`config.mk`:
```
export PLATFORM = sky130hd
export DESIGN_NAME = regfile_piso_reader_flat
export DESIGN_NICKNAME = d
export VERILOG_FILES = /design/src/rtl/regfile_piso_reader_if.sv /design/src/rtl/regfile_piso_reader.sv /design/src/flat_wrapper.sv
export SDC_FILE = /design/constraint.sdc
export NUM_CORES = 1
export LEC_CHECK = 0
export ABC_AREA = 1
export CAP_MARGIN = 20
export CORE_ASPECT_RATIO = 2
export CORE_MARGIN = 2
export CORE_UTILIZATION = 34
export CTS_CLUSTER_DIAMETER = 120
export CTS_CLUSTER_SIZE = 16
export DETAILED_ROUTE_END_ITERATION = 7
export PLACE_DENSITY = 0.62
export SYNTH_ARGS = -nofsm -noshare
export SYNTH_HDL_FRONTEND = slang
export SYNTH_SLANG_ARGS = --single-unit
```
`constraint.sdc`:
```
create_clock -name clk -period 4.5 [get_ports clk]
set_clock_uncertainty 0.15 [all_clocks]
set_input_delay 0.9 -clock clk [delete_from_list [all_inputs] [get_ports clk]]
set_output_delay 0.9 -clock clk [all_outputs]
set_load 0.005 [all_outputs]
```
`src/rtl/regfile_piso_reader_if.sv`:
```
// Bus bundle for regfile_piso_reader: burst command, register-file read port,
// serial output stream and status.
interface regfile_piso_reader_if;
   logic       start;
   logic [2:0] start_addr;
   logic [2:0] count;
   logic [2:0] rf_addr;
   logic [7:0] rf_data;
   logic       ser_en;
   logic       ser_out;
   logic       ser_valid;
   logic       ser_last;
   logic       busy;
   logic       done;

   modport master (
      output start, start_addr, count, rf_data, ser_en,
      input  rf_addr, ser_out, ser_valid, ser_last, busy, done
   );

   modport slave (
      input  start, start_addr, count, rf_data, ser_en,
      output rf_addr, ser_out, ser_valid, ser_last, busy, done
   );
endinterface

```
`src/rtl/regfile_piso_reader.sv`:
```
// Reads a burst of consecutive register-file bytes and streams them out
// serially, one bit per downstream ser_en, with one load cycle per byte.
module regfile_piso_reader #(
   parameter bit MSB_FIRST = 1'b1
) (
   input  logic                  clk,
   input  logic                  rst_n,
   regfile_piso_reader_if.slave  bus
);

   localparam logic [1:0] ST_IDLE  = 2'd0;
   localparam logic [1:0] ST_LOAD  = 2'd1;
   localparam logic [1:0] ST_SHIFT = 2'd2;
   localparam logic [1:0] ST_DONE  = 2'd3;

   logic [1:0] state;
   logic [2:0] cur_addr;
   logic [3:0] bytes_left;
   logic [2:0] bit_cnt;
   logic [7:0] shreg;

   logic       in_shift;
   logic       consume;
   logic       last_bit_of_byte;

   assign in_shift         = (state == ST_SHIFT);
   assign consume          = in_shift && bus.ser_en;
   assign last_bit_of_byte = (bit_cnt == 3'd7);

   // NOTE: every register here is written with non-blocking assignments so all
   // state moves together on the edge; blocking would leak new values into
   // later statements of the same block.
   always_ff @(posedge clk or negedge rst_n) begin
      if (!rst_n) begin
         state      <= ST_IDLE;
         cur_addr   <= '0;
         bytes_left <= '0;
         bit_cnt    <= '0;
         shreg      <= '0;
      end else begin
         unique case (state)
            ST_IDLE: begin
               if (bus.start) begin
                  cur_addr   <= bus.start_addr;
                  bytes_left <= (bus.count == 3'd0) ? 4'd8 : {1'b0, bus.count};
                  state      <= ST_LOAD;
               end
            end

            ST_LOAD: begin
               shreg   <= bus.rf_data;
               bit_cnt <= '0;
               state   <= ST_SHIFT;
            end

            ST_SHIFT: begin
               // Without ser_en everything holds, so the visible bit stays put.
               if (consume) begin
                  shreg   <= MSB_FIRST ? {shreg[6:0], 1'b0} : {1'b0, shreg[7:1]};
                  bit_cnt <= bit_cnt + 3'd1;
                  if (last_bit_of_byte) begin
                     bytes_left <= bytes_left - 4'd1;
                     if (bytes_left == 4'd1) begin
                        state <= ST_DONE;
                     end else begin
                        cur_addr <= cur_addr + 3'd1;
                        state    <= ST_LOAD;
                     end
                  end
               end
            end

            ST_DONE: begin
               state <= ST_IDLE;
            end

            default: begin
               state <= ST_IDLE;
            end
         endcase
      end
   end

   // NOTE: each output gets a default before the conditional logic so no path
   // leaves it unassigned, which would otherwise infer a latch.
   always_comb begin
      bus.rf_addr   = cur_addr;
      bus.ser_valid = 1'b0;
      bus.ser_out   = 1'b0;
      bus.ser_last  = 1'b0;
      bus.busy      = (state != ST_IDLE);
      bus.done      = (state == ST_DONE);
      if (in_shift) begin
         bus.ser_valid = 1'b1;
         bus.ser_out   = MSB_FIRST ? shreg[7] : shreg[0];
         bus.ser_last  = last_bit_of_byte && (bytes_left == 4'd1);
      end
   end

endmodule

```
`src/flat_wrapper.sv`:
```
// flat-port wrapper written by rule: the top's interface ports become plain ports
module regfile_piso_reader_flat 
#(
   parameter bit MSB_FIRST = 1'b1
)
  (clk, rst_n, bus_start, bus_start_addr, bus_count, bus_rf_data, bus_ser_en, bus_rf_addr, bus_ser_out, bus_ser_valid, bus_ser_last, bus_busy, bus_done);
  regfile_piso_reader_if bus_i ();
  input  logic clk;
  input  logic rst_n;
  input wire logic [$bits(bus_i.start)-1:0] bus_start;
  input wire logic [$bits(bus_i.start_addr)-1:0] bus_start_addr;
  input wire logic [$bits(bus_i.count)-1:0] bus_count;
  input wire logic [$bits(bus_i.rf_data)-1:0] bus_rf_data;
  input wire logic [$bits(bus_i.ser_en)-1:0] bus_ser_en;
  output wire logic [$bits(bus_i.rf_addr)-1:0] bus_rf_addr;
  output wire logic [$bits(bus_i.ser_out)-1:0] bus_ser_out;
  output wire logic [$bits(bus_i.ser_valid)-1:0] bus_ser_valid;
  output wire logic [$bits(bus_i.ser_last)-1:0] bus_ser_last;
  output wire logic [$bits(bus_i.busy)-1:0] bus_busy;
  output wire logic [$bits(bus_i.done)-1:0] bus_done;
  assign bus_i.start = bus_start;
  assign bus_i.start_addr = bus_start_addr;
  assign bus_i.count = bus_count;
  assign bus_i.rf_data = bus_rf_data;
  assign bus_i.ser_en = bus_ser_en;
  assign bus_rf_addr = bus_i.rf_addr;
  assign bus_ser_out = bus_i.ser_out;
  assign bus_ser_valid = bus_i.ser_valid;
  assign bus_ser_last = bus_i.ser_last;
  assign bus_busy = bus_i.busy;
  assign bus_done = bus_i.done;
  regfile_piso_reader #(.MSB_FIRST(MSB_FIRST)) u_core (.clk(clk), .rst_n(rst_n), .bus(bus_i));
endmodule
```
Yosys cells after proc, flatten, opt, wreduce, memory -nomap -nowiden

Cells that the tools add are included.

Bits in registers: 20
Bits of input ports: 18
Output and inout bits: 8
Logic and storage cells: 50

Add/subtract/negate cells: 3
Equal/unequal tests: 9
Multiplexer cells: 22
Reduce and logical (&&, ||, !) cells: 11

Operator list:

| cell                                              | number |
|---|---|
| two-way mux 4 bit                                 | 4 |
| case mux 8 bit (2 select lines)                   | 1 |
| two-way mux 3 bit                                 | 5 |
| case mux 3 bit (2 select lines)                   | 2 |
| two-way mux 2 bit                                 | 4 |
| two-way mux 8 bit                                 | 1 |
| inequality test 2 bit (second input constant)     | 4 |
| case mux 2 bit (4 select lines)                   | 1 |
| case mux 4 bit (2 select lines)                   | 1 |
| adder 3 x 1 -> 3 bit (second input constant)      | 2 |
| nonzero test 2 bit                                | 3 |
| AND reduction 5 bit                               | 1 |
| == test 2 bit (second input constant)             | 2 |
| == test 4 x 1 -> 1 bit (second input constant)    | 1 |
| AND reduction 4 bit                               | 1 |
| subtractor 4 x 1 -> 4 bit (second input constant) | 1 |
| == test 3 bit (second input constant)             | 1 |
| zero test 3 bit                                   | 1 |
| two-way mux 1 bit                                 | 3 |
| AND reduction 3 bit                               | 1 |
| == test 2 x 1 -> 1 bit (second input constant)    | 1 |
| logical AND 1 bit                                 | 2 |
| zero test 2 bit                                   | 1 |
| AND reduction 2 bit                               | 1 |

Depth between registers and ports, before layout

Gate-level depths: netlist (run 1).

Depth after elaboration: 5
Mapped depth: 8
Mapped depth without buffers: 8

Worst setup path after synthesis (run 1)

Ideal clock, no wire load.

Path type: flip-flop to output port
Start: register u_core.bytes_left[1]
End: output bus_ser_last
Arrival: 0.957 ns
Required time: 3.450 ns
Setup slack: 2.493 ns
Cell stages (with the launch flop): 7
Buffers on the path: 0
Path through: dfrtp_1 inv_1 ha_1 nand3_1 nor2_1 inv_1 nor2_1

Word-level cells in the longest chain between the ends: 3

RTL lines:

| element                  | RTL line                  | text |
|---|---|---|
| start: declaration       | regfile_piso_reader.sv:18 | `logic [3:0] bytes_left;` |
| start signal: assignment | regfile_piso_reader.sv:45 | `bytes_left <= (bus.count == 3'd0) ? 4'd8 : {1'b0, bus.count};` |
| start signal: assignment | regfile_piso_reader.sv:62 | `bytes_left <= bytes_left - 4'd1;` |
| == test 4 x 1 -> 1 bit   | regfile_piso_reader.sv:96 | `bus.ser_last = last_bit_of_byte && (bytes_left == 4'd1);` |
| logical AND 1 bit        | regfile_piso_reader.sv:96 |  |
| two-way mux 1 bit        | regfile_piso_reader.sv:93 | `if (in_shift) begin` |
| end: declaration         | flat_wrapper.sv:18        | `output wire logic [$bits(bus_i.ser_last)-1:0] bus_ser_last;` |

No other way between the ends.

Worst setup path in the final report (run 1)

Start: register u_core.state[0]
End: output bus_ser_last

Word-level cells in the longest chain between the ends: 2

RTL lines:

| element                  | RTL line                  | text |
|---|---|---|
| start: declaration       | regfile_piso_reader.sv:16 | `logic [1:0] state;` |
| start signal: assignment | regfile_piso_reader.sv:35 | `state <= ST_IDLE;` |
| start signal: assignment | regfile_piso_reader.sv:46 | `state <= ST_LOAD;` |
| start signal: assignment | regfile_piso_reader.sv:53 | `state <= ST_SHIFT;` |
| == test 2 bit            | regfile_piso_reader.sv:26 | `assign in_shift = (state == ST_SHIFT);` |
| two-way mux 1 bit        | regfile_piso_reader.sv:93 |  |

No other way between the ends.

==> run metrics, run 1 <==
first-pass GRT wire length 4010 um; f_max 0.342 GHz; largest family of logic cells by synthesized area simple AND/OR/NAND/NOR gates; Clock Path Buffers 2; Layout fillers 336; Power Density 633 nW/um^2; DRT Pass-1 Iters 4; Slew Viols, Final 0; final hold slack 332 ps; antenna viol nets, final 0; Area growth, synth to finish 25.8%; maximum VDD drop 0.279 mV; Worst-Skew Late Latency 260 ps; Max-slew headroom 35.5%; n_diodes 0; final hold vios 0; Hold Buf Count CTS 0; CP Capture Type output pin; Max stage delay on crit path 500 ps; share of Yosys cell area claimed by the top area cell type 42.5%; Routability Congestion 0.749; share of layout cells above drive strength 1 10.7%; run status finished clean; Ports 26; Critical Path Fanout Max 26; Core Rows 30; initial antenna violation count 0; Min-Delay Path Class reg2reg; post-synthesis mux area share 0%; YS warnings 0; Synth Area in Compound Gates 12.8%; cts bufs inserted 3; drt wl/cell 11.3 um; commonest non-fill, non-tap cells in the layout nand2_1 (52), clkdlybuf4s50_1 (25), dfrtp_1 (20), inv_1 (19), o21ai_0 (11); final number of setup-violating endpoints 0; crit-path cells inv_2 > nand2_4 > nor2_1 > inv_1 > nor2_1 > clkdlybuf4s50_1; Crit path top cell by count nor2_1; Synth Instances 153; post-synthesis sequential area ratio 42.5%; hpwl dp 1860 um; final period utilization 64.9%; Yosys reg bits 20; largest net degree at the start of global routing 27; slowest CP cell clkdlybuf4s50_1; worst slew pin tran 965 ps; adder-cell area share of the yosys netlist 5.31%; Final Power 0.938 mW; IO Port Bufs 25; minimum clock period 2920 ps; initial core utilization 35.3%; postcts setup bufs 0; register area 500 um^2; Arrival @ worst endpoint 1870 ps; synth unique cells 19; Die Width 45.6 um; DR vias/cell 4.74; maxcap violations 0; number of global-route vias before repair 978; total negative slack 0 ps; DR vias 996; CTS root buf clkbuf_8; synthesized area 1180 um^2; Worst-path clk slew 80 ps; Synth area leader dfrtp_1; Clock H-tree levels 1; # nets final 202; Die Ht 87.3 um; Syn Area/Cell 7.70 um^2; area share of and/or/nand/nor cells after synthesis 29.2%; CTS tree done; drt first-iter violations 22; clock sink total 20; routed wire length 2370 um; XOR/XNOR Fraction of Synth Area 0%; Core Box Area 3340 um^2; Die ar. 3980 um^2; CP Launch Type flop; overall routing resource usage 13.5%; Remaining DRCs 0; syn nets 176; area of the multi-input gates 558 um^2; WS Path Type reg2out; Critical Path RT 3450 ps; Post-CTS Resized 0; static leakage 0.722 nW; commonest non-fill, non-tap cell in the layout nand2_1; RSZ-0062 raised after global routing no; GR Overflow Total 0; Area contributors post-synth dfrtp_1 (42%), nand2_1 (17%), inv_1 (6.1%)
final timing paths:
path	startpoint	end	slack [ps]	depth (start not counted)
worst min-delay path	u_core.bit_cnt[2]$_DFFE_PN0P_	u_core.bit_cnt[2]$_DFFE_PN0P_	330	2
max in group asynchronous	rst_n	u_core.bytes_left[1]$_DFFE_PN0P_	2590	1
min in group asynchronous	rst_n	u_core.shreg[1]$_DFFE_PN0P_	1020	1
worst max register to register	u_core.state[1]$_DFFE_PN0P_	u_core.bit_cnt[0]$_DFFE_PN0P_	2680	7
worst min register to register	u_core.bit_cnt[2]$_DFFE_PN0P_	u_core.bit_cnt[2]$_DFFE_PN0P_	330	2
worst max-delay path	u_core.state[0]$_DFFE_PN0P_	bus_ser_last	1580	6
where the power goes:
group | leakage [nW] | total, mW | switching [mW] | internal (mW)
Sequential | 0.251 | 0.314 | 0.0521 | 0.262
Combinational | 0.443 | 0.485 | 0.284 | 0.201
Clock | 0.0288 | 0.139 | 0.0613 | 0.0780
worst max-delay path: cells and delay by family, from the launching register on:
family        cells  cell delay [ps]
flops             1              450
simple gates      3              450
buf+inv           3              700
stage by stage:
stage	util, %	std cells	worst slack, ps	instance area [um^2]
floorplan	-	153	2490	1180
CTS	44.4	210	1540	1480
global route	44.4	210	1420	1480
finish	44.4	210	1580	1480
global placement	42.7	206	1880	1430
detailed placement	42.7	206	1850	1430
layout make-up:
type                    count  area share (%)
well taps                  32            2.70
inverters                  21            5.32
flip-flops and latches     20            33.8
repair buffers             25            16.9
clock buffers               4            3.71
multi-input cells         108            37.6
synthesized netlist by cell type (all sizes together):
| cell | count |
|---|---|
| or2 | 1 |
| inv | 21 |
| o21ai | 24 |
| nand3 | 9 |
| ha | 5 |
| buf | 4 |
| a21oi | 1 |
| nor2 | 11 |
| dfrtp | 20 |
| nand2 | 57 |
sequential cells by signal, indices dropped and copies added (netlist names):
register / flops
u_core.bus.rf_addr: 3
u_core.bit_cnt: 3
u_core.state: 2
u_core.shreg: 8
u_core.bytes_left: 4
cell families after synthesis:
| family | after synthesis |
|---|---|
| fa+ha+maj | 5 |
| simple gates | 78 |
| compound gates | 25 |
| buf+inv | 25 |
| flops | 20 |
per-layer routing:
| metal | wire length [um] | vias to the layer above | part of all wire [%] | GRT usage [%] |
|---|---|---|---|---|
| met5 | 0 | - | 0 | 0 |
| met4 | 57 | 0 | 2.4 | 6.42 |
| met3 | 43 | 5 | 1.8 | 1.87 |
| met2 | 1340 | 12 | 56 | 25.1 |
| met1 | 933 | 451 | 39 | 13.7 |
| li1 | - | 528 | - | - |
Power figures use the tool's default switching activity.
==> run 2: changes to the inputs <==
Settings changed: PLACE_DENSITY 0.62 to 0.64.
Clock period 4.5 ns to 2.45 ns, I/O delays scaled along.
==> run metrics, run 2 (same netlist as run 1, synthesis figures left out) <==
run status finished clean; slowest CP cell clkdlybuf4s50_1; DRT Pass-1 Iters 4; CTS root buf clkbuf_8; final period utilization 87.1%; Hold Buf Count CTS 0; Critical Path Fanout Max 4; overall routing resource usage 14.8%; commonest non-fill, non-tap cells in the layout nand2_1 (52), clkdlybuf4s50_1 (24), dfrtp_1 (20), inv_1 (19), o21ai_0 (11); final hold vios 0; Routability Congestion 0.807; CTS tree done; initial core utilization 35.3%; Min-Delay Path Depth 2; total negative slack 0 ps; Worst-path clk slew 70 ps; DR vias 1042; Max-slew headroom 81.6%; Worst-Skew Late Latency 250 ps; maximum VDD drop 0.515 mV; IO Port Bufs 25; Core Rows 30; worst slack at placement 292 ps; DR vias/cell 4.87; RSZ-0062 raised after global routing no; number of global-route vias before repair 1029; WS Path Type reg2out; Crit. path cell count 3; max reg flops 8; Final WS setup 317 ps; maxcap violations 0; routed wire length 2520 um; drt first-iter violations 19; drt wl/cell 11.8 um; Area growth, synth to finish 28.8%; Clock Path Buffers 2; Layout fillers 355; CP Capture Type output pin; antenna viol nets, final 0; hpwl dp 2050 um; Critical Path RT 1810 ps; Reg with most FFs u_core.shreg; largest net degree at the start of global routing 25; Core Box Area 3340 um^2; Slew Viols, Final 0; GR Overflow Total 0; clock sink total 20; R2R depth 7; crit-path cells inv_2 > nor2_2 > clkdlybuf4s50_1; initial antenna violation count 0; CP Launch Type flop; cts bufs inserted 3; Arrival @ worst endpoint 1490 ps; Power Density 1160 nW/um^2; Buf/Inv on CP 2; Ports 26; final hold slack 347 ps; static leakage 0.760 nW; Clock H-tree levels 1; Die ar. 3980 um^2; n_diodes 0; largest registers u_core.shreg x8, u_core.bytes_left x4; commonest non-fill, non-tap cell in the layout nand2_1; share of layout cells above drive strength 1 13.2%; Die Ht 87.3 um; # nets final 206; Util after Layout 45.4%; critical path's top delay family buffers and inverters; worst slew pin tran 275 ps; first-pass GRT wire length 4280 um; f_max 0.469 GHz; final number of setup-violating endpoints 0; Min-Delay Path Class reg2reg; minimum clock period 2130 ps; Max stage delay on crit path 540 ps; Remaining DRCs 0; Die Width 45.6 um
run 2: cell count changes in the layout (fill, tap and decap cells not counted), sizes merged:
cell | before | now
clkdlybuf4s50 | 25 | 24
dlymetal6s2s | 0 | 1
buf | 0 | 4
run 2: layout make-up:
class | instances | area, um^2 | share of cell area, %
Clock buffer | 4 | 55.1 | 3.63
Multi-Input combinational cell | 108 | 561 | 36.9
Inverter | 21 | 78.8 | 5.19
Sequential cell | 20 | 500 | 33.0
Timing Repair Buffer | 29 | 283 | 18.6
Tap cell | 32 | 40.0 | 2.64
run 2: repair_timing:
item,4_1_cts,5_1_grt
pin swaps,0,1
resized for setup,1,1
buffers inserted,0,1
endpoints found under the setup margin,1,1
run 2: worst reg2reg max path, cell delays in order, from the launching register on:
cell and delay [ps]:
dfrtp_1 370, ha_1 160, ha_1 190, nand2_1 150, o21ai_4 310, nand2_1 160, nand2_1 90, nand2_1 40
run 2: metal layers:
layer / global-route usage, % / wire, um / up-vias
met5: 0 / 0 / -
met4: 6.68 / 82 / 0
met3: 1.66 / 71 / 8
met2: 29.3 / 1500 / 21
met1: 13.3 / 867 / 480
li1: - / - / 533
run 2: worst paths after layout:
path	start	to	slack, ps
setup reg to reg	u_core.bit_cnt[0]$_DFFE_PN0P_	u_core.bus.rf_addr[0]$_DFFE_PN0P_	720
max in group asynchronous	rst_n	u_core.shreg[5]$_DFFE_PN0P_	1520
setup / recovery	u_core.state[1]$_DFFE_PN0P_	bus_ser_valid	320
hold / removal	u_core.bit_cnt[1]$_DFFE_PN0P_	u_core.bit_cnt[1]$_DFFE_PN0P_	350
hold reg to reg	u_core.bit_cnt[1]$_DFFE_PN0P_	u_core.bit_cnt[1]$_DFFE_PN0P_	350
min in group asynchronous	rst_n	u_core.bytes_left[3]$_DFFE_PN0P_	420
run 2: stage by stage:
step | power [mW] | instance area, um^2 | cells
floorplan | 1.26 | 1180 | 153
global placement | 1.51 | 1450 | 209
detailed placement | 1.54 | 1450 | 209
CTS | 1.79 | 1510 | 213
global route | 1.96 | 1520 | 214
finish | 1.77 | 1520 | 214
run 2: where the power goes:
group / internal [mW] / switching [mW] / total [mW]
combinational: 0.397 / 0.544 / 0.941
clock: 0.143 / 0.105 / 0.247
sequential: 0.482 / 0.0966 / 0.578
==> run 3: changes to the inputs <==
Settings changed: CAP_MARGIN 20 to 25, CORE_UTILIZATION 34 to 45, PLACE_DENSITY 0.64 to 0.79.
==> run metrics, run 3 (same netlist as run 1, synthesis figures left out) <==
run status finished clean; static leakage 0.767 nW; RSZ-0062 raised after global routing no; CTS tree done; clock share of power 17.9%; Die ar. 3070 um^2; P_sw 0.762 mW; Clock H-tree levels 1; number of global-route vias before repair 1063; Die Ht 76.4 um; Min-Delay Path Class reg2reg; Layout fillers 233; GR Overflow Total 0; share of layout cells above drive strength 1 13.7%; final hold vios 0; n_diodes 0; drt first-iter violations 33; antenna viol nets, final 0; Worst-Skew Late Latency 260 ps; Power Density 1220 nW/um^2; Reg power frac 31.3%; Routability Congestion 0.862; cts bufs inserted 3; routed wire length 2610 um; WS Path Type reg2out; Core Box Area 2540 um^2; Area growth, synth to finish 29.7%; clock sink total 20; overall routing resource usage 20.1%; minimum clock period 2130 ps; Reg with most FFs u_core.shreg; final hold slack 343 ps; CP Launch Type flop; maxcap violations 0; CP Capture Type output pin; Die Width 40.2 um; IO Port Bufs 25; largest net degree at the start of global routing 25; Final Power 1.86 mW; worst slew pin tran 270 ps; initial core utilization 46.4%; f_max 0.469 GHz; commonest non-fill, non-tap cells in the layout nand2_1 (52), clkdlybuf4s50_1 (24), dfrtp_1 (20), inv_1 (18), o21ai_0 (11); hpwl dp 2000 um; drt wl/cell 12.4 um; internal power 1.10 mW; final period utilization 87.1%; Worst-path clk slew 80 ps; dpl cells 205; commonest non-fill, non-tap cell in the layout nand2_1; DR vias/cell 5.15; Critical Path Fanout Max 6; Arrival @ worst endpoint 1490 ps; Max-slew headroom 81.9%; total negative slack 0 ps; final number of setup-violating endpoints 0; switch share 41.0%; first-pass GRT wire length 4330 um; initial antenna violation count 0; Critical Path RT 1810 ps; Ports 26; Clock Path Buffers 2; final std cells w/o fill 210; DRT Pass-1 Iters 4; combinational share of power 50.8%; Remaining DRCs 0; CTS root buf clkbuf_8; DR vias 1082; maximum VDD drop 0.804 mV; Core Rows 26; max reg flops 8; largest registers u_core.shreg x8, u_core.bytes_left x4; # nets final 206; Slew Viols, Final 0
run 3: per-layer routing:
layer,up-vias,part of all wire [%],global-route usage [%]
met2,24,56,35.0
met5,-,0,0
met3,12,3.5,3.50
met4,0,5.1,13.3
met1,509,36,19.0
li1,537,-,-
run 3: critical path: stages (launching register included):
cell             delay [ps]
dfrtp_1                 450
inv_2                   110
nand2_4                  60
nor2_1                  110
clkdlybuf4s50_1         510
run 3: what timing repair did:
item | CTS | global route
resized for setup | 0 | 3
setup buffers | 0 | 1
hold buffers | 0 | 0
endpoints found under the setup margin | 0 | 1
run 3: cell type report:
| type | count | area (um^2) | share of cell area, % |
|---|---|---|---|
| multi-input combinational | 108 | 561 | 36.7 |
| sequential | 20 | 500 | 32.7 |
| timing repair buffer | 29 | 283 | 18.5 |
| inverter | 21 | 78.8 | 5.16 |
| clock buffer | 3 | 41.3 | 2.70 |
| tap | 28 | 35.0 | 2.29 |
| clock inverter | 1 | 30.0 | 1.96 |
run 3: stage by stage:
step	cell area [um^2]	setup WS, ps	utilization, %
after floorplan	1180	853	-
after global placement	1450	328	57.0
after detailed placement	1450	297	57.0
after CTS	1520	3.46	59.8
after global routing	1530	240	60.3
final	1530	316	60.3
run 3: power by group through the flow:
stage | Combinational [mW] | Clock [mW] | Sequential (mW)
after floorplan | 0.697 | 0 | 0.567
after global placement | 0.906 | 0 | 0.578
after detailed placement | 0.943 | 0 | 0.588
after CTS | 0.950 | 0.339 | 0.581
after global routing | 1.08 | 0.353 | 0.599
final | 0.944 | 0.332 | 0.583
run 3: final timing paths:
path	from	endpoint	slack, ps	cells after the start
max	u_core.state[0]$_DFFE_PN0P_	bus_ser_out	320	4
min	u_core.bit_cnt[2]$_DFFE_PN0P_	u_core.bit_cnt[2]$_DFFE_PN0P_	340	2
max reg2reg	u_core.bit_cnt[0]$_DFFE_PN0P_	u_core.bus.rf_addr[1]$_DFFE_PN0P_	680	7
min reg2reg	u_core.bit_cnt[2]$_DFFE_PN0P_	u_core.bit_cnt[2]$_DFFE_PN0P_	340	2
max in group asynchronous	rst_n	u_core.state[1]$_DFFE_PN0P_	1520	2
min in group asynchronous	rst_n	u_core.bit_cnt[1]$_DFFE_PN0P_	410	2
